File: config.mk
export PLATFORM = sky130hd
export DESIGN_NAME = router_ctrl
export DESIGN_NICKNAME = d
export VERILOG_FILES = /design/src/rtl/router_pkg.sv /design/src/rtl/router_sync_timer.sv /design/src/rtl/router_ctrl.sv
export SDC_FILE = /design/constraint.sdc
export NUM_CORES = 1
export LEC_CHECK = 0
export ABC_AREA = 1
export BUFFER_PORTS_ARGS = -buffer_cell sky130_fd_sc_hd__buf_2
export CAP_MARGIN = 15
export CORE_MARGIN = 2
export CORE_UTILIZATION = 36
export CTS_CLUSTER_DIAMETER = 200
export DETAILED_ROUTE_END_ITERATION = 7
export PLACE_DENSITY_LB_ADDON = 0.1
export SYNTH_ARGS = -nofsm -noshare
export SYNTH_HDL_FRONTEND = slang
export SYNTH_SLANG_ARGS = --single-unit
File: constraint.sdc
create_clock -name clock -period 1.8 [get_ports clock]
set_clock_uncertainty 0.1 [all_clocks]
set_input_delay 0.09 -clock clock [delete_from_list [all_inputs] [get_ports clock]]
set_output_delay 0.09 -clock clock [all_outputs]
set_load 0.02 [all_outputs]
File: src/rtl/router_pkg.sv
// Shared types and constants for the 1x3 router control path.
package router_pkg;

   localparam int NPORT   = 3;
   localparam int ADDR_W  = 2;
   localparam int NSLOT   = 1 << ADDR_W;
   localparam int TIMEOUT = 30;
   localparam logic [ADDR_W-1:0] DROP_ADDR = 2'b11;

   typedef enum logic [2:0] {
      ST_DA  = 3'd0,
      ST_LFD = 3'd1,
      ST_LD  = 3'd2,
      ST_FFS = 3'd3,
      ST_LAF = 3'd4,
      ST_LP  = 3'd5,
      ST_CPE = 3'd6,
      ST_WTE = 3'd7
   } state_e;

endpackage

File: src/rtl/router_sync_timer.sv
// Per-port read timeout: pulses soft_reset for one cycle after TIMEOUT
// consecutive cycles of valid data that nobody reads.
module router_sync_timer #(
   parameter int TIMEOUT = 30
) (
   input  logic clock,
   input  logic reset,
   input  logic vld,
   input  logic read_enb,
   output logic soft_reset
);

   localparam int CNT_W = $clog2(TIMEOUT);

   logic [CNT_W-1:0] cnt_q, cnt_d;
   logic             soft_reset_q, soft_reset_d;

   always_comb begin
      cnt_d        = cnt_q;
      soft_reset_d = 1'b0;
      if (!vld || read_enb) begin
         cnt_d = '0;
      end else if (cnt_q == CNT_W'(TIMEOUT - 1)) begin
         cnt_d        = '0;
         soft_reset_d = 1'b1;
      end else begin
         cnt_d = cnt_q + 1'b1;
      end
   end

   always_ff @(posedge clock) begin
      if (reset) begin
         cnt_q        <= '0;
         soft_reset_q <= 1'b0;
      end else begin
         cnt_q        <= cnt_d;
         soft_reset_q <= soft_reset_d;
      end
   end

   assign soft_reset = soft_reset_q;

endmodule

File: src/rtl/router_ctrl.sv
// Router control FSM: sequences the register/parity block, steers FIFO
// writes to the latched port and aborts packets on a port timeout.
module router_ctrl
   import router_pkg::*;
(
   input  logic              clock,
   input  logic              reset,
   input  logic              pkt_valid,
   input  logic [ADDR_W-1:0] data_in,
   input  logic              parity_done,
   input  logic              low_packet_valid,
   input  logic [NPORT-1:0]  empty,
   input  logic [NPORT-1:0]  full,
   input  logic [NPORT-1:0]  read_enb,
   output logic              detect_add,
   output logic              lfd_state,
   output logic              ld_state,
   output logic              full_state,
   output logic              laf_state,
   output logic              rst_int_reg,
   output logic              busy,
   output logic              fifo_full,
   output logic [NPORT-1:0]  write_enb,
   output logic [NPORT-1:0]  vld_out,
   output logic [NPORT-1:0]  soft_reset
);

   state_e            state_q, state_d;
   logic [ADDR_W-1:0] addr_q, addr_d;
   logic              wr_en;

   // Pad per-port vectors to the full address space so the drop address
   // indexes a constant zero instead of running off the end.
   logic [NSLOT-1:0] empty_ext, full_ext, sreset_ext, onehot_ext;

   assign empty_ext  = {{(NSLOT-NPORT){1'b0}}, empty};
   assign full_ext   = {{(NSLOT-NPORT){1'b0}}, full};
   assign sreset_ext = {{(NSLOT-NPORT){1'b0}}, soft_reset};
   assign onehot_ext = NSLOT'(1) << addr_q;

   assign vld_out = ~empty;

   for (genvar i = 0; i < NPORT; i++) begin : g_timer
      router_sync_timer #(.TIMEOUT(TIMEOUT)) u_timer (
         .clock      (clock),
         .reset      (reset),
         .vld        (vld_out[i]),
         .read_enb   (read_enb[i]),
         .soft_reset (soft_reset[i])
      );
   end

   always_comb begin
      state_d = state_q;
      addr_d  = addr_q;
      if (state_q == ST_DA && pkt_valid) addr_d = data_in;

      case (state_q)
         ST_DA:  if (pkt_valid && data_in != DROP_ADDR)
                    state_d = empty_ext[data_in] ? ST_LFD : ST_WTE;
         ST_LFD: state_d = ST_LD;
         ST_LD:  if (fifo_full)       state_d = ST_FFS;
                 else if (!pkt_valid) state_d = ST_LP;
         ST_FFS: if (!fifo_full) state_d = ST_LAF;
         ST_LAF: if (parity_done)           state_d = ST_DA;
                 else if (low_packet_valid) state_d = ST_LP;
                 else                       state_d = ST_LD;
         ST_LP:  state_d = ST_CPE;
         ST_CPE: state_d = fifo_full ? ST_FFS : ST_DA;
         ST_WTE: if (empty_ext[addr_q]) state_d = ST_LFD;
         default: state_d = ST_DA;
      endcase

      // Timeout on the packet's own port abandons it from anywhere.
      if (state_q != ST_DA && sreset_ext[addr_q]) state_d = ST_DA;
   end

   always_ff @(posedge clock) begin
      if (reset) begin
         state_q <= ST_DA;
         addr_q  <= '0;
      end else begin
         state_q <= state_d;
         addr_q  <= addr_d;
      end
   end

   assign detect_add  = (state_q == ST_DA);
   assign lfd_state   = (state_q == ST_LFD);
   assign ld_state    = (state_q == ST_LD);
   assign full_state  = (state_q == ST_FFS);
   assign laf_state   = (state_q == ST_LAF);
   assign rst_int_reg = (state_q == ST_CPE);
   assign busy        = !(detect_add || ld_state);
   assign wr_en       = ld_state || laf_state || (state_q == ST_LP);
   assign write_enb   = wr_en ? onehot_ext[NPORT-1:0] : '0;
   assign fifo_full   = full_ext[addr_q];

endmodule

==> impl_results.html, run 1 <==
<table>
<tr><th>Metric</th><th>Value</th></tr>
<tr><th colspan="2">Worst setup path</th></tr>
<tr><td>WP buf/inv</td><td>2</td></tr>
<tr><td>Delay of the slowest cell on the worst path</td><td>about 0.37 ns</td></tr>
<tr><td>Arrival @ worst endpoint</td><td>about 1.4 ns</td></tr>
<tr><td>Maximum fanout along the worst path</td><td>6</td></tr>
<tr><td>Ordered list of cells on the worst path</td><td>nor2_1, nand2_1, inv_1, a21oi_1, nor3_1, buf_2</td></tr>
<tr><td>Critical path launch point type</td><td>register</td></tr>
<tr><td>Type of element capturing the critical path</td><td>output port</td></tr>
<tr><td>Required time reported for the critical path endpoint</td><td>about 1.6 ns</td></tr>
<tr><td>Critical path start-end classification</td><td>register to output port</td></tr>
<tr><td>Slowest cell on the critical path</td><td>sky130_fd_sc_hd__dfxtp_1</td></tr>
<tr><td>Family with the most delay on the worst path</td><td>simple AND/OR/NAND/NOR gates</td></tr>
<tr><th colspan="2">Floorplanning</th></tr>
<tr><td>Number of cell rows</td><td>22</td></tr>
<tr><td>Initial standard-cell utilization of the core</td><td>37.4%</td></tr>
<tr><td>Boundary pin count</td><td>33</td></tr>
<tr><td>Core area</td><td>3660 sq um</td></tr>
<tr><td>Width of the die</td><td>~66 microns</td></tr>
<tr><td>Die height</td><td>about 66 microns</td></tr>
<tr><td>Die area</td><td>4310 sq um</td></tr>
<tr><th colspan="2">Synthesis</th></tr>
<tr><td>Portion of synthesized cell area occupied by the leading cell type</td><td>between 30% and 40%</td></tr>
<tr><td>Post-Synthesis Mean Instance Area</td><td>7.05 sq um</td></tr>
<tr><td>Unique cell type count in the Yosys netlist</td><td>29</td></tr>
<tr><td>Biggest area contributors in the synthesized netlist</td><td>sky130_fd_sc_hd__dfxtp_1, sky130_fd_sc_hd__nand2_1, sky130_fd_sc_hd__nor2_1</td></tr>
<tr><td>Number of storage elements in the synthesis netlist</td><td>23</td></tr>
<tr><td>Cell area after synthesis</td><td>between 1000 and 1500 sq um</td></tr>
<tr><td>Synth area leader</td><td>sky130_fd_sc_hd__dfxtp_1</td></tr>
<tr><td>Warning count from the yosys run</td><td>0</td></tr>
<tr><td>Cells after Synth</td><td>slightly below 200</td></tr>
<tr><td>Register area share after synthesis</td><td>about a third</td></tr>
<tr><td>Synth Net Count</td><td>~220</td></tr>
<tr><th colspan="2">Place</th></tr>
<tr><td>Number of placed instances, taps included</td><td>between 200 and 300</td></tr>
<tr><td>Post-detail-place hpwl</td><td>2290 microns</td></tr>
<tr><td>Routability congestion estimate from global placement</td><td>slightly above 0.8</td></tr>
<tr><td>Count of input and output buffers</td><td>32</td></tr>
<tr><th colspan="2">Timing</th></tr>
<tr><td>Crit path time final</td><td>between 1.5 and 2 ns</td></tr>
<tr><td>Peak Freq</td><td>just over 0.6 GHz</td></tr>
<tr><td>Number of hold violations in the final report</td><td>0</td></tr>
<tr><td>Slew of the pin with the lowest slew margin</td><td>between 0.3 and 0.4 ns</td></tr>
<tr><td>Worst hold slack after final layout</td><td>about 0.011 ns</td></tr>
<tr><td>Unrepaired setup endpoints after global routing</td><td>no</td></tr>
<tr><td>Max-slew headroom</td><td>between 70% and 80%</td></tr>
<tr><td>Period Utilization, post-route</td><td>90.6%</td></tr>
<tr><td>Final number of max-transition violations</td><td>0</td></tr>
<tr><td>Setup TNS</td><td>0 ns</td></tr>
<tr><td>Count of final setup violators</td><td>0</td></tr>
<tr><th colspan="2">Layout</th></tr>
<tr><td>Layout cells sized above 1</td><td>between 20 and 25%</td></tr>
<tr><td>Layout Utilization</td><td>44.2%</td></tr>
<tr><td>Total inserted antenna cells</td><td>0</td></tr>
<tr><td>Final layout net count</td><td>250</td></tr>
<tr><td>Count of placed standard cells in the final layout, fillers left out</td><td>275</td></tr>
<tr><td>Area added between synthesis and finish</td><td>18.2%</td></tr>
<tr><th colspan="2">Clock network</th></tr>
<tr><td>Total CTS buffers</td><td>3</td></tr>
<tr><td>H-tree levels</td><td>1</td></tr>
<tr><td>Clock insertion delay at the later pin of the skew report</td><td>roughly 0.26 ns</td></tr>
<tr><td>TritonCTS clock tree</td><td>done</td></tr>
<tr><td>Master cell of the clock root buffer</td><td>sky130_fd_sc_hd__clkbuf_8</td></tr>
<tr><td>Total setup buffers inserted after CTS</td><td>0</td></tr>
<tr><td>Clk slew on worst S/H paths</td><td>approximately 0.080 ns</td></tr>
<tr><td>Maximum root-to-sink buffer count</td><td>2</td></tr>
<tr><td>CTS Sinks</td><td>23</td></tr>
<tr><th colspan="2">Pwr</th></tr>
<tr><td>Overall power consumption</td><td>about 0.0018 W</td></tr>
<tr><td>Worst IR drop on VDD</td><td>between 500 and 600 uV</td></tr>
<tr><td>Power per standard cell area</td><td>approximately 1100 nW/um^2</td></tr>
<tr><td>Leak</td><td>between 0.8 and 0.9 nW</td></tr>
<tr><th colspan="2">Flow run</th></tr>
<tr><td>Count of maximum capacitance violations</td><td>0</td></tr>
<tr><th colspan="2">Routing</th></tr>
<tr><td>Total Routed Length</td><td>2830 microns</td></tr>
<tr><td>Routed metal-1 wire length</td><td>roughly 1400 microns</td></tr>
<tr><td>ANT nets after route</td><td>0</td></tr>
<tr><td>Per-cell routed wire length</td><td>10.3 microns</td></tr>
<tr><td>DRC viols</td><td>0</td></tr>
<tr><td>Highest metal layer used by the detailed router</td><td>met4</td></tr>
<tr><td>Routed wire length on met3</td><td>approximately 240 microns</td></tr>
<tr><td>Count of vias placed by the detailed router</td><td>roughly 1,300</td></tr>
<tr><td>Via-to-Cell Ratio</td><td>4.57</td></tr>
<tr><td>Count of TritonRoute iterations in the first routing pass</td><td>4</td></tr>
<tr><td>First-iteration detailed-routing DRC count</td><td>104</td></tr>
<tr><td>Detailed-routed wire length on met2</td><td>roughly 1200 microns</td></tr>
<tr><th colspan="2">Min path</th></tr>
<tr><td>Type of the tightest min-delay check</td><td>primary input to register</td></tr>
<tr><th colspan="2">Global route</th></tr>
<tr><td>Maximum number of pins on one net before global-route repair</td><td>13</td></tr>
<tr><td>Antenna violations before repair</td><td>0</td></tr>
<tr><td>Overall fraction of global-route tracks in use</td><td>around 14%</td></tr>
<tr><td>Vias in the first global route</td><td>1,070</td></tr>
<tr><td>Residual overflow from global routing</td><td>0</td></tr>
<tr><td>Wire length of the first global-routing pass</td><td>roughly 4600 microns</td></tr>
<tr><th colspan="2">Outcome</th></tr>
<tr><td>Run status</td><td>completed</td></tr>
</table>
## worst register-to-register path, cell delays in order (launching register included)
cell and delay (ns):
sky130_fd_sc_hd__dfxtp_1 0.38, sky130_fd_sc_hd__ha_1 0.17, sky130_fd_sc_hd__nand4_1 0.09, sky130_fd_sc_hd__nor4_1 0.16, sky130_fd_sc_hd__dlygate4sd3_1 0.58
## synth_stat cells, drive strengths merged
cell type	number
buf	8
nor2	32
dfxtp	23
nor4	1
nor3	5
nand3b	1
xnor2	4
inv	29
nand4	1
nand3	21
a31oi	3
xor2	2
o21a	2
o21ai	5
a21oi	8
clkinv	1
nand2	41
ha	6
or2	1
## timing repair
action	in CTS	in global routing
hold buffers	4	0
endpoints found under the setup margin	0	0
gates resized for setup	0	0
hold endpoints to repair	3	0
## per-stage QoR
step	cell area (sq um)	setup WS [ns]
2_1_floorplan	1370	0.269
3_3_place_gp	1530	0.343
3_5_place_dp	1530	0.371
4_1_cts	1620	0.182
5_1_grt	1620	0.0479
6_report	1620	0.170
## cell usage in the layout (no fill, tap or decap), types with 2 or more instances in the layout
master,count
sky130_fd_sc_hd__dlygate4sd3_1,4
sky130_fd_sc_hd__a21oi_1,7
sky130_fd_sc_hd__xnor2_1,4
sky130_fd_sc_hd__ha_1,6
sky130_fd_sc_hd__nand2_4,3
sky130_fd_sc_hd__nor2_1,30
sky130_fd_sc_hd__dfxtp_1,23
sky130_fd_sc_hd__xor2_1,2
sky130_fd_sc_hd__clkbuf_8,3
sky130_fd_sc_hd__nand3_4,2
sky130_fd_sc_hd__a31oi_1,3
sky130_fd_sc_hd__nand2_1,36
sky130_fd_sc_hd__buf_2,32
sky130_fd_sc_hd__o21a_1,2
sky130_fd_sc_hd__inv_1,26
sky130_fd_sc_hd__o21ai_0,5
sky130_fd_sc_hd__nand2_2,2
sky130_fd_sc_hd__nor3_1,5
sky130_fd_sc_hd__nand3_1,18
sky130_fd_sc_hd__inv_2,2
## area by class of cell
| type | count | area (sq um) |
|---|---|---|
| fill | 389 | 2040 |
| multi-input combinational | 133 | 728 |
| sequential | 23 | 460 |
| timing repair buffer | 37 | 208 |
| inverter | 30 | 115 |
| tap | 48 | 60.1 |
| clock buffer | 4 | 45.0 |
## where the power goes
part / switching [W] / internal [W]
registers: 0.0000834 / 0.000556
clock network: 0.000164 / 0.000158
logic: 0.000532 / 0.000278
total: 0.000780 / 0.000991
## sequential cells by signal (all words and copies together) (netlist names)
| signal | cells |
|---|---|
| addr_q | 2 |
| g_timer.u_timer.soft_reset | 3 |
| g_timer.u_timer.cnt_q | 15 |
| state_q | 3 |
## cells by family (layout without fill, tap and decap cells)
family | after synthesis | count (layout) | share of synthesized area [%]
buffers and inverters | 38 | 71 | 13.1
DFF | 23 | 23 | 33.7
xor gates and xnor gates | 6 | 6 | 3.84
and+or+nand+nor | 103 | 103 | 36.4
AOI/OAI and AO/OA | 18 | 18 | 7.50
adders and majority gates | 6 | 6 | 5.49
## layer usage
layer	GRT usage, %	up-vias
li1	-	673
met1	19.9	545
met2	20.6	37
met3	3.42	2
met4	4.69	0
met5	0	-
## worst paths after layout
| path | start | end | slack [ns] | cells after the start |
|---|---|---|---|---|
| min | empty[1] | g_timer[1].u_timer.soft_reset | 0.01 | 4 |
| max reg2reg | g_timer[0].u_timer.cnt_q[0] | g_timer[0].u_timer.soft_reset | 0.26 | 4 |
| max | state_q[2] | write_enb[2] | 0.17 | 6 |
| min reg2reg | g_timer[0].u_timer.cnt_q[0] | g_timer[0].u_timer.cnt_q[0] | 0.38 | 1 |
No activity file was read; power rests on OpenSTA's default activity.
==> run 2, diff against run 1 <==
--- a/config.mk
+++ b/config.mk
@@ -15,4 +15,5 @@
 export PLACE_DENSITY_LB_ADDON = 0.1
 export SYNTH_ARGS = -nofsm -noshare
 export SYNTH_HDL_FRONTEND = slang
+export SYNTH_HIERARCHICAL = 1
 export SYNTH_SLANG_ARGS = --single-unit
==> run 2 against run 1 <==
Compared with the run above: worst setup slack better by 0.054 ns; design area is 3.2% higher; final cell count is 8.7% higher; critical path type unchanged.
==> impl_results.html, run 2 <==
<table>
<tr><th>Metric</th><th>Value</th></tr>
<tr><th colspan="2">Global route</th></tr>
<tr><td>Vias in the first global route</td><td>1,173 (+9.6%)</td></tr>
<tr><td>Wire length of the first global-routing pass</td><td>4690 microns (+1.6%)</td></tr>
<tr><td>Residual overflow from global routing</td><td>0 (unchanged)</td></tr>
<tr><td>Maximum number of pins on one net before global-route repair</td><td>13 (unchanged)</td></tr>
<tr><td>Overall fraction of global-route tracks in use</td><td>13.7% (-0.27 points)</td></tr>
<tr><td>Antenna violations before repair</td><td>0 (unchanged)</td></tr>
<tr><th colspan="2">Worst setup path</th></tr>
<tr><td>Delay of the slowest cell on the worst path</td><td>0.42 ns (+0.05 ns)</td></tr>
<tr><td>Ordered list of cells on the worst path</td><td>nand2_2, nor2_4, nor2_1, nand2_1, nand2_1, inv_1, buf_2</td></tr>
<tr><td>Type of element capturing the critical path</td><td>output port</td></tr>
<tr><td>Maximum fanout along the worst path</td><td>5 (-1)</td></tr>
<tr><td>Critical Path Most Common Cell</td><td>sky130_fd_sc_hd__nand2_1</td></tr>
<tr><td>Arrival @ worst endpoint</td><td>1.39 ns (-0.05 ns)</td></tr>
<tr><td>Critical path launch point type</td><td>register</td></tr>
<tr><td>Slowest cell on the critical path</td><td>sky130_fd_sc_hd__dfxtp_1</td></tr>
<tr><td>WP buf/inv</td><td>2 (unchanged)</td></tr>
<tr><td>Required time reported for the critical path endpoint</td><td>1.61 ns (about the same)</td></tr>
<tr><td>Critical path start-end classification</td><td>register to output port</td></tr>
<tr><td>Family with the most delay on the worst path</td><td>simple AND/OR/NAND/NOR gates</td></tr>
<tr><th colspan="2">Layout</th></tr>
<tr><td>Highest-count cells in the layout ignoring fill and taps</td><td>sky130_fd_sc_hd__nand2_1, sky130_fd_sc_hd__inv_1, sky130_fd_sc_hd__nor2_1, sky130_fd_sc_hd__buf_2, sky130_fd_sc_hd__dfxtp_1</td></tr>
<tr><td>Area of all sequential standard cells</td><td>460 sq um (unchanged)</td></tr>
<tr><td>Most common cell after layout, fill and taps aside</td><td>sky130_fd_sc_hd__nand2_1</td></tr>
<tr><td>Total inserted antenna cells</td><td>0 (unchanged)</td></tr>
<tr><td>Number of flip-flops under the largest register name</td><td>15 (unchanged)</td></tr>
<tr><td>Final layout net count</td><td>274 (+9.6%)</td></tr>
<tr><td>Area occupied by multi-input gates</td><td>761 sq um (+4.5%)</td></tr>
<tr><td>Layout Utilization</td><td>45.6% (+1.4 points)</td></tr>
<tr><td>Largest reg by FF count</td><td>g_timer.u_timer/cnt_q</td></tr>
<tr><td>Fill cell count</td><td>383 (-1.5%)</td></tr>
<tr><td>Area added between synthesis and finish</td><td>21.1%</td></tr>
<tr><td>Layout cells sized above 1</td><td>24.7% (+2.7 points)</td></tr>
<tr><td>Count of placed standard cells in the final layout, fillers left out</td><td>299 (+8.7%)</td></tr>
<tr><th colspan="2">Timing</th></tr>
<tr><td>Crit path time final</td><td>1.58 ns (-0.0537 ns)</td></tr>
<tr><td>Final number of max-transition violations</td><td>0 (unchanged)</td></tr>
<tr><td>Period Utilization, post-route</td><td>87.6% (-3.0 points)</td></tr>
<tr><td>Slew of the pin with the lowest slew margin</td><td>0.249 ns (-0.127 ns)</td></tr>
<tr><td>Max-slew headroom</td><td>83.4% (+8.5 points)</td></tr>
<tr><td>Count of final setup violators</td><td>0 (unchanged)</td></tr>
<tr><td>Setup TNS</td><td>0 ns (unchanged)</td></tr>
<tr><td>Peak Freq</td><td>0.634 GHz (+3.4%)</td></tr>
<tr><td>Unrepaired setup endpoints after global routing</td><td>no</td></tr>
<tr><td>Worst hold slack after final layout</td><td>0.00799 ns (-0.00351 ns)</td></tr>
<tr><td>Number of hold violations in the final report</td><td>0 (unchanged)</td></tr>
<tr><th colspan="2">Routing</th></tr>
<tr><td>DRC viols</td><td>0 (unchanged)</td></tr>
<tr><td>Per-cell routed wire length</td><td>9.65 microns (-6.3%)</td></tr>
<tr><td>Via-to-Cell Ratio</td><td>4.49 (-1.7%)</td></tr>
<tr><td>Count of TritonRoute iterations in the first routing pass</td><td>5 (+1)</td></tr>
<tr><td>First-iteration detailed-routing DRC count</td><td>54 (-48%)</td></tr>
<tr><td>Count of vias placed by the detailed router</td><td>1,344 (+6.9%)</td></tr>
<tr><td>ANT nets after route</td><td>0 (unchanged)</td></tr>
<tr><td>Total Routed Length</td><td>2890 microns (+1.9%)</td></tr>
<tr><th colspan="2">Clock network</th></tr>
<tr><td>Maximum root-to-sink buffer count</td><td>2 (unchanged)</td></tr>
<tr><td>Master cell of the clock root buffer</td><td>sky130_fd_sc_hd__clkbuf_8</td></tr>
<tr><td>Total CTS buffers</td><td>3 (unchanged)</td></tr>
<tr><td>CTS Sinks</td><td>23 (unchanged)</td></tr>
<tr><td>Clk slew on worst S/H paths</td><td>0.08 ns (about the same)</td></tr>
<tr><td>TritonCTS clock tree</td><td>done</td></tr>
<tr><td>H-tree levels</td><td>1 (unchanged)</td></tr>
<tr><td>Clock insertion delay at the later pin of the skew report</td><td>0.26 ns (about the same)</td></tr>
<tr><td>Total setup buffers inserted after CTS</td><td>0 (unchanged)</td></tr>
<tr><th colspan="2">Synthesis</th></tr>
<tr><td>Portion of synthesized cell area occupied by the leading cell type</td><td>33.4% (-0.24 points)</td></tr>
<tr><td>Warning count from the yosys run</td><td>6 (+6)</td></tr>
<tr><td>Cells after Synth</td><td>213 (+9.8%)</td></tr>
<tr><td>Synth area leader</td><td>sky130_fd_sc_hd__dfxtp_1</td></tr>
<tr><td>Ranking of synthesized cells by instance count</td><td>sky130_fd_sc_hd__nand2_1, sky130_fd_sc_hd__inv_1, sky130_fd_sc_hd__nor2_1, sky130_fd_sc_hd__dfxtp_1, sky130_fd_sc_hd__nand3_1</td></tr>
<tr><td>Number of synthesized flops with an enable pin</td><td>0 (unchanged)</td></tr>
<tr><td>Post-synthesis async set-or-reset flop share</td><td>0% (unchanged)</td></tr>
<tr><td>Register area share after synthesis</td><td>33.4% (-0.24 points)</td></tr>
<tr><td>Post-Synthesis Mean Instance Area</td><td>6.47 sq um (-8.3%)</td></tr>
<tr><td>Flip-flop cell with the highest count after synthesis</td><td>sky130_fd_sc_hd__dfxtp_1</td></tr>
<tr><td>Biggest area contributors in the synthesized netlist</td><td>sky130_fd_sc_hd__dfxtp_1, sky130_fd_sc_hd__nand2_1, sky130_fd_sc_hd__inv_1</td></tr>
<tr><td>Synth Net Count</td><td>235 (+8.8%)</td></tr>
<tr><td>Number of storage elements in the synthesis netlist</td><td>23 (unchanged)</td></tr>
<tr><td>Cell area after synthesis</td><td>1380 sq um (+0.73%)</td></tr>
<tr><td>Most used standard cell by instance count after synthesis</td><td>sky130_fd_sc_hd__nand2_1</td></tr>
<tr><td>Unique cell type count in the Yosys netlist</td><td>20 (-31%)</td></tr>
<tr><th colspan="2">Floorplanning</th></tr>
<tr><td>Initial standard-cell utilization of the core</td><td>37.6% (+0.27 points)</td></tr>
<tr><td>Die height</td><td>65.9 microns (+0.34%)</td></tr>
<tr><td>Core area</td><td>3660 sq um (unchanged)</td></tr>
<tr><td>Die area</td><td>4340 sq um (+0.69%)</td></tr>
<tr><td>Number of cell rows</td><td>22 (unchanged)</td></tr>
<tr><td>Width of the die</td><td>65.9 microns (+0.34%)</td></tr>
<tr><td>Boundary pin count</td><td>33 (unchanged)</td></tr>
<tr><th colspan="2">Outcome</th></tr>
<tr><td>Run status</td><td>completed</td></tr>
<tr><th colspan="2">Place</th></tr>
<tr><td>Count of input and output buffers</td><td>32 (unchanged)</td></tr>
<tr><td>Post-detail-place hpwl</td><td>2330 microns (+1.8%)</td></tr>
<tr><td>Routability congestion estimate from global placement</td><td>0.879 (+6.8%)</td></tr>
<tr><td>Number of placed instances, taps included</td><td>293 (+9.7%)</td></tr>
<tr><th colspan="2">Pwr</th></tr>
<tr><td>Leak</td><td>0.893 nW (+7.9%)</td></tr>
<tr><td>Power per standard cell area</td><td>1100 nW/um^2 (+0.45%)</td></tr>
<tr><td>Worst IR drop on VDD</td><td>401 uV (-29%)</td></tr>
<tr><td>Overall power consumption</td><td>0.00184 W (+3.6%)</td></tr>
<tr><th colspan="2">Flow run</th></tr>
<tr><td>Count of maximum capacitance violations</td><td>0 (unchanged)</td></tr>
<tr><th colspan="2">Min path</th></tr>
<tr><td>Type of the tightest min-delay check</td><td>primary input to register</td></tr>
</table>
## run 2: changes by cell type in the layout (fill, tap and decap cells not counted), sizes merged, moves of 3 or more
cell	before	now
nor2	32	40
nand4	1	7
a21oi	8	2
o21ai	5	1
a31oi	3	0
inv	29	42
nand2	41	60
## run 2: worst paths after layout
check	from	endpoint	slack, ns	cells past startpoint
max	state_q[1]	write_enb[2]	0.22	7
min	read_enb[1]	g_timer[1].u_timer/soft_reset	0.008	4
max reg2reg	addr_q[0]	state_q[0]	0.41	8
min reg2reg	g_timer[0].u_timer/cnt_q[0]	g_timer[0].u_timer/cnt_q[0]	0.39	1
## run 2: report_power, final
group	total (W)	switching, W	leakage, nW	internal, W
clock	0.000317	0.000159	0.0228	0.000158
combinational	0.000882	0.000589	0.684	0.000293
sequential	0.000637	0.0000780	0.187	0.000559
total	0.00184	0.000825	0.893	0.00101
## run 2: logic make-up after synthesis
group | count (synthesis) | share of synthesized area, %
flops | 23 | 33.4
compound gates | 6 | 2.72
buf+inv | 43 | 11.7
fa+ha+maj | 6 | 5.45
simple gates | 132 | 44.8
xor+xnor | 3 | 1.91
## run 2: what timing repair did
action,CTS,global route
hold endpoints to repair,2,0
hold buffers,2,0
gates resized for setup,0,1
setup endpoints to repair,0,2
## run 2: cell type report
cell class,count,area share (%)
well taps,48,3.60
inverters,43,9.68
clock buffers,4,2.70
flip-flops and latches,23,27.6
multi-input cells,147,45.6
repair buffers,34,10.8
## run 2: metal layers
metal | global-route usage [%] | vias to the layer above | share of wire (%)
met5 | 0 | - | 0
met4 | 3.91 | 0 | 1.0
met3 | 2.73 | 4 | 4.7
met2 | 25.0 | 31 | 46
met1 | 16.2 | 582 | 48
li1 | - | 727 | -
## run 2: worst min-delay path: stages
cell,delay (ns)
sky130_fd_sc_hd__buf_2,0.08
sky130_fd_sc_hd__inv_1,0.03
sky130_fd_sc_hd__nand2_1,0.09
sky130_fd_sc_hd__nor3_2,0.05
## run 2: per-stage QoR
stage	cell area, sq um	setup WS, ns
2_1_floorplan	1380	0.461
3_3_place_gp	1600	0.411
3_5_place_dp	1600	0.431
4_1_cts	1660	0.159
5_1_grt	1670	0.0671
6_report	1670	0.223
==> run 3, diff against run 2 <==
==> constraint.sdc (replaced) <==
create_clock -name clock -period 1.8 [get_ports clock]
set_clock_uncertainty 0.1 [all_clocks]
set_input_delay 0.36 -clock clock [delete_from_list [all_inputs] [get_ports clock]]
set_output_delay 0.36 -clock clock [all_outputs]
set_load 0.02 [all_outputs]
==> run 3 against run 2 <==
Compared with the run above: highest routed layer unchanged; clock-buffer cell count did not move; die area did not move; design area rose by 3.0%; non-clock buffer count rose by 2; sequential power rose by 5.2%.
==> impl_results.html, run 3 (synthesized netlist as in run 2, its figures left out) <==
<table>
<tr><th>Metric</th><th>Value</th></tr>
<tr><th colspan="2">Outcome</th></tr>
<tr><td>Run status</td><td>completed</td></tr>
<tr><th colspan="2">Layout</th></tr>
<tr><td>Count of placed standard cells in the final layout, fillers left out</td><td>301 (+0.67%)</td></tr>
<tr><td>Final instance area</td><td>1720 sq um (+3.0%)</td></tr>
<tr><td>Highest-count cells in the layout ignoring fill and taps</td><td>sky130_fd_sc_hd__nand2_1, sky130_fd_sc_hd__inv_1, sky130_fd_sc_hd__nor2_1, sky130_fd_sc_hd__buf_2</td></tr>
<tr><td>Largest reg by FF count</td><td>g_timer.u_timer/cnt_q</td></tr>
<tr><td>Number of flip-flops under the largest register name</td><td>15 (unchanged)</td></tr>
<tr><td>Layout cells sized above 1</td><td>28.9% (+4.2 points)</td></tr>
<tr><td>Total inserted antenna cells</td><td>0 (unchanged)</td></tr>
<tr><td>Most common cell after layout, fill and taps aside</td><td>sky130_fd_sc_hd__nand2_1</td></tr>
<tr><td>Final layout net count</td><td>276 (+0.73%)</td></tr>
<tr><td>Area added between synthesis and finish</td><td>24.7%</td></tr>
<tr><th colspan="2">Routing</th></tr>
<tr><td>First-iteration detailed-routing DRC count</td><td>77 (+43%)</td></tr>
<tr><td>Count of TritonRoute iterations in the first routing pass</td><td>6 (+1)</td></tr>
<tr><td>Via-to-Cell Ratio</td><td>4.41 (-1.8%)</td></tr>
<tr><td>Count of vias placed by the detailed router</td><td>1,328 (-1.2%)</td></tr>
<tr><td>ANT nets after route</td><td>0 (unchanged)</td></tr>
<tr><td>DRC viols</td><td>0 (unchanged)</td></tr>
<tr><td>Per-cell routed wire length</td><td>9.36 microns (-3.0%)</td></tr>
<tr><td>Total Routed Length</td><td>2820 microns (-2.4%)</td></tr>
<tr><th colspan="2">Worst setup path</th></tr>
<tr><td>Delay of the slowest cell on the worst path</td><td>0.37 ns (-0.05 ns)</td></tr>
<tr><td>Required time reported for the critical path endpoint</td><td>1.34 ns (-0.27 ns)</td></tr>
<tr><td>Arrival @ worst endpoint</td><td>1.25 ns (-0.14 ns)</td></tr>
<tr><td>Maximum fanout along the worst path</td><td>6 (+1)</td></tr>
<tr><td>Ordered list of cells on the worst path</td><td>nor2_2, nand2_2, nand3_4, buf_2</td></tr>
<tr><td>Critical path start-end classification</td><td>register to output port</td></tr>
<tr><td>Destination of the worst register-to-register timing path</td><td>state_q[0]</td></tr>
<tr><td>Critical R2R Launch</td><td>addr_q[0]</td></tr>
<tr><td>Slowest cell on the critical path</td><td>sky130_fd_sc_hd__dfxtp_1</td></tr>
<tr><td>Type of element capturing the critical path</td><td>output port</td></tr>
<tr><td>Worst-case reg-to-reg path depth</td><td>8 (unchanged)</td></tr>
<tr><td>Worst reg2reg setup slack</td><td>0.42 ns (about the same)</td></tr>
<tr><td>WP buf/inv</td><td>1 (-1)</td></tr>
<tr><td>Family with the most delay on the worst path</td><td>simple AND/OR/NAND/NOR gates</td></tr>
<tr><td>Critical path launch point type</td><td>register</td></tr>
<tr><th colspan="2">Clock network</th></tr>
<tr><td>CTS Sinks</td><td>23 (unchanged)</td></tr>
<tr><td>Clock insertion delay at the later pin of the skew report</td><td>0.26 ns (about the same)</td></tr>
<tr><td>Total CTS buffers</td><td>3 (unchanged)</td></tr>
<tr><td>Clk slew on worst S/H paths</td><td>0.08 ns (about the same)</td></tr>
<tr><td>H-tree levels</td><td>1 (unchanged)</td></tr>
<tr><td>Master cell of the clock root buffer</td><td>sky130_fd_sc_hd__clkbuf_8</td></tr>
<tr><td>Maximum root-to-sink buffer count</td><td>2 (unchanged)</td></tr>
<tr><td>TritonCTS clock tree</td><td>done</td></tr>
<tr><td>Hold buffer count at CTS</td><td>0 (-2)</td></tr>
<tr><th colspan="2">Global route</th></tr>
<tr><td>Residual overflow from global routing</td><td>0 (unchanged)</td></tr>
<tr><td>Antenna violations before repair</td><td>0 (unchanged)</td></tr>
<tr><td>Maximum number of pins on one net before global-route repair</td><td>13 (unchanged)</td></tr>
<tr><td>Wire length of the first global-routing pass</td><td>4810 microns (+2.5%)</td></tr>
<tr><td>Vias in the first global route</td><td>1,151 (-1.9%)</td></tr>
<tr><td>Overall fraction of global-route tracks in use</td><td>14.2% (+0.42 points)</td></tr>
<tr><th colspan="2">Min path</th></tr>
<tr><td>Launch point of the worst hold path</td><td>read_enb[0]</td></tr>
<tr><td>Type of the tightest min-delay check</td><td>primary input to register</td></tr>
<tr><td>Worst hold path cell count</td><td>4 (unchanged)</td></tr>
<tr><td>Hold Path End</td><td>g_timer[0].u_timer/soft_reset</td></tr>
<tr><th colspan="2">Floorplanning</th></tr>
<tr><td>Die height</td><td>65.9 microns (unchanged)</td></tr>
<tr><td>Width of the die</td><td>65.9 microns (unchanged)</td></tr>
<tr><td>Core area</td><td>3660 sq um (unchanged)</td></tr>
<tr><td>Number of cell rows</td><td>22 (unchanged)</td></tr>
<tr><td>Die area</td><td>4340 sq um (unchanged)</td></tr>
<tr><td>Boundary pin count</td><td>33 (unchanged)</td></tr>
<tr><td>Initial standard-cell utilization of the core</td><td>37.6% (unchanged)</td></tr>
<tr><th colspan="2">Place</th></tr>
<tr><td>Post-detail-place hpwl</td><td>2230 microns (-4.3%)</td></tr>
<tr><td>Routability congestion estimate from global placement</td><td>0.793 (-9.8%)</td></tr>
<tr><td>Placement-stage cell area</td><td>1600 sq um (unchanged)</td></tr>
<tr><td>Count of input and output buffers</td><td>32 (unchanged)</td></tr>
<tr><td>Number of placed instances, taps included</td><td>293 (unchanged)</td></tr>
<tr><th colspan="2">Timing</th></tr>
<tr><td>Worst hold slack after final layout</td><td>0.261 ns (+0.253 ns)</td></tr>
<tr><td>Unrepaired setup endpoints after global routing</td><td>yes</td></tr>
<tr><td>Crit path time final</td><td>1.71 ns (+0.130 ns)</td></tr>
<tr><td>Number of hold violations in the final report</td><td>0 (unchanged)</td></tr>
<tr><td>Period Utilization, post-route</td><td>94.8% (+7.2 points)</td></tr>
<tr><td>Slew of the pin with the lowest slew margin</td><td>0.231 ns (-0.0179 ns)</td></tr>
<tr><td>Peak Freq</td><td>0.586 GHz (-7.6%)</td></tr>
<tr><td>Count of final setup violators</td><td>0 (unchanged)</td></tr>
<tr><td>Max-slew headroom</td><td>84.5% (+1.1 points)</td></tr>
<tr><td>Final number of max-transition violations</td><td>0 (unchanged)</td></tr>
<tr><th colspan="2">Pwr</th></tr>
<tr><td>Power per standard cell area</td><td>1150 nW/um^2 (+4.3%)</td></tr>
<tr><td>Leak</td><td>0.912 nW (+2.1%)</td></tr>
<tr><td>Worst IR drop on VDD</td><td>401 uV (-0.11%)</td></tr>
<tr><th colspan="2">Flow run</th></tr>
<tr><td>Count of maximum capacitance violations</td><td>0 (unchanged)</td></tr>
</table>
## run 3: changes by cell type in the layout (fill, tap and decap cells not counted), moves of 2 or more
cell,change
sky130_fd_sc_hd__buf_4,+5
sky130_fd_sc_hd__buf_2,-3
sky130_fd_sc_hd__dfxtp_4,+2
sky130_fd_sc_hd__buf_6,+2
sky130_fd_sc_hd__dfxtp_1,-4
sky130_fd_sc_hd__dlygate4sd3_1,-2
sky130_fd_sc_hd__dfxtp_2,+2
## run 3: how the worst max path moves through the flow
stage               startpoint           end  slack [ns]  depth (start not counted)
finish               addr_q[0]     fifo_full        0.09                          4
global route        state_q[0]  write_enb[1]      -0.009                          8
CTS                 state_q[2]  write_enb[2]       0.006                          7
detailed placement  state_q[1]  write_enb[2]        0.23                          7
global placement    state_q[0]  write_enb[0]        0.27                          8
floorplan           state_q[0]  write_enb[0]        0.23                          7
## run 3: per-layer routing
layer,part of all wire (%),global-route usage [%]
met5,0,0
met3,6.6,2.39
met1,47,18.1
met2,45,23.2
met4,1.5,6.25
## run 3: report_power, final
group	switching, W	leakage (nW)	internal [W]
logic	0.000609	0.700	0.000378
registers	0.0000938	0.189	0.000576
clock network	0.000157	0.0228	0.000158
total	0.000860	0.912	0.00111
## run 3: layout make-up
type,count,area [sq um]
timing repair buffer,36,205
clock buffer,4,45.0
multi-input combinational,147,776
sequential,23,470
fill,387,1940
tap,48,60.1
inverter,43,161
## run 3: timing repair
item | in CTS | in global routing
pin swaps | 1 | 4
setup buffers | 0 | 4
endpoints found under the setup margin | 3 | 4
gates resized for setup | 3 | 14
## run 3: tightest hold or removal path, cell delays in order
cell	delay (ns)
sky130_fd_sc_hd__buf_2	0.07
sky130_fd_sc_hd__inv_1	0.03
sky130_fd_sc_hd__nand2_1	0.08
sky130_fd_sc_hd__nor3_2	0.05
## run 3: metrics by stage
stage	TNS [ns]	utilization, %	setup WS, ns	total power [W]
CTS	0	45.1	0.00552	0.00186
finish	0	46.9	0.0931	0.00197
global route	-0.0158	46.9	-0.00926	0.00215
global placement	0	43.6	0.270	0.00152
detailed placement	0	43.6	0.225	0.00152
floorplan	0	-	0.230	0.00128
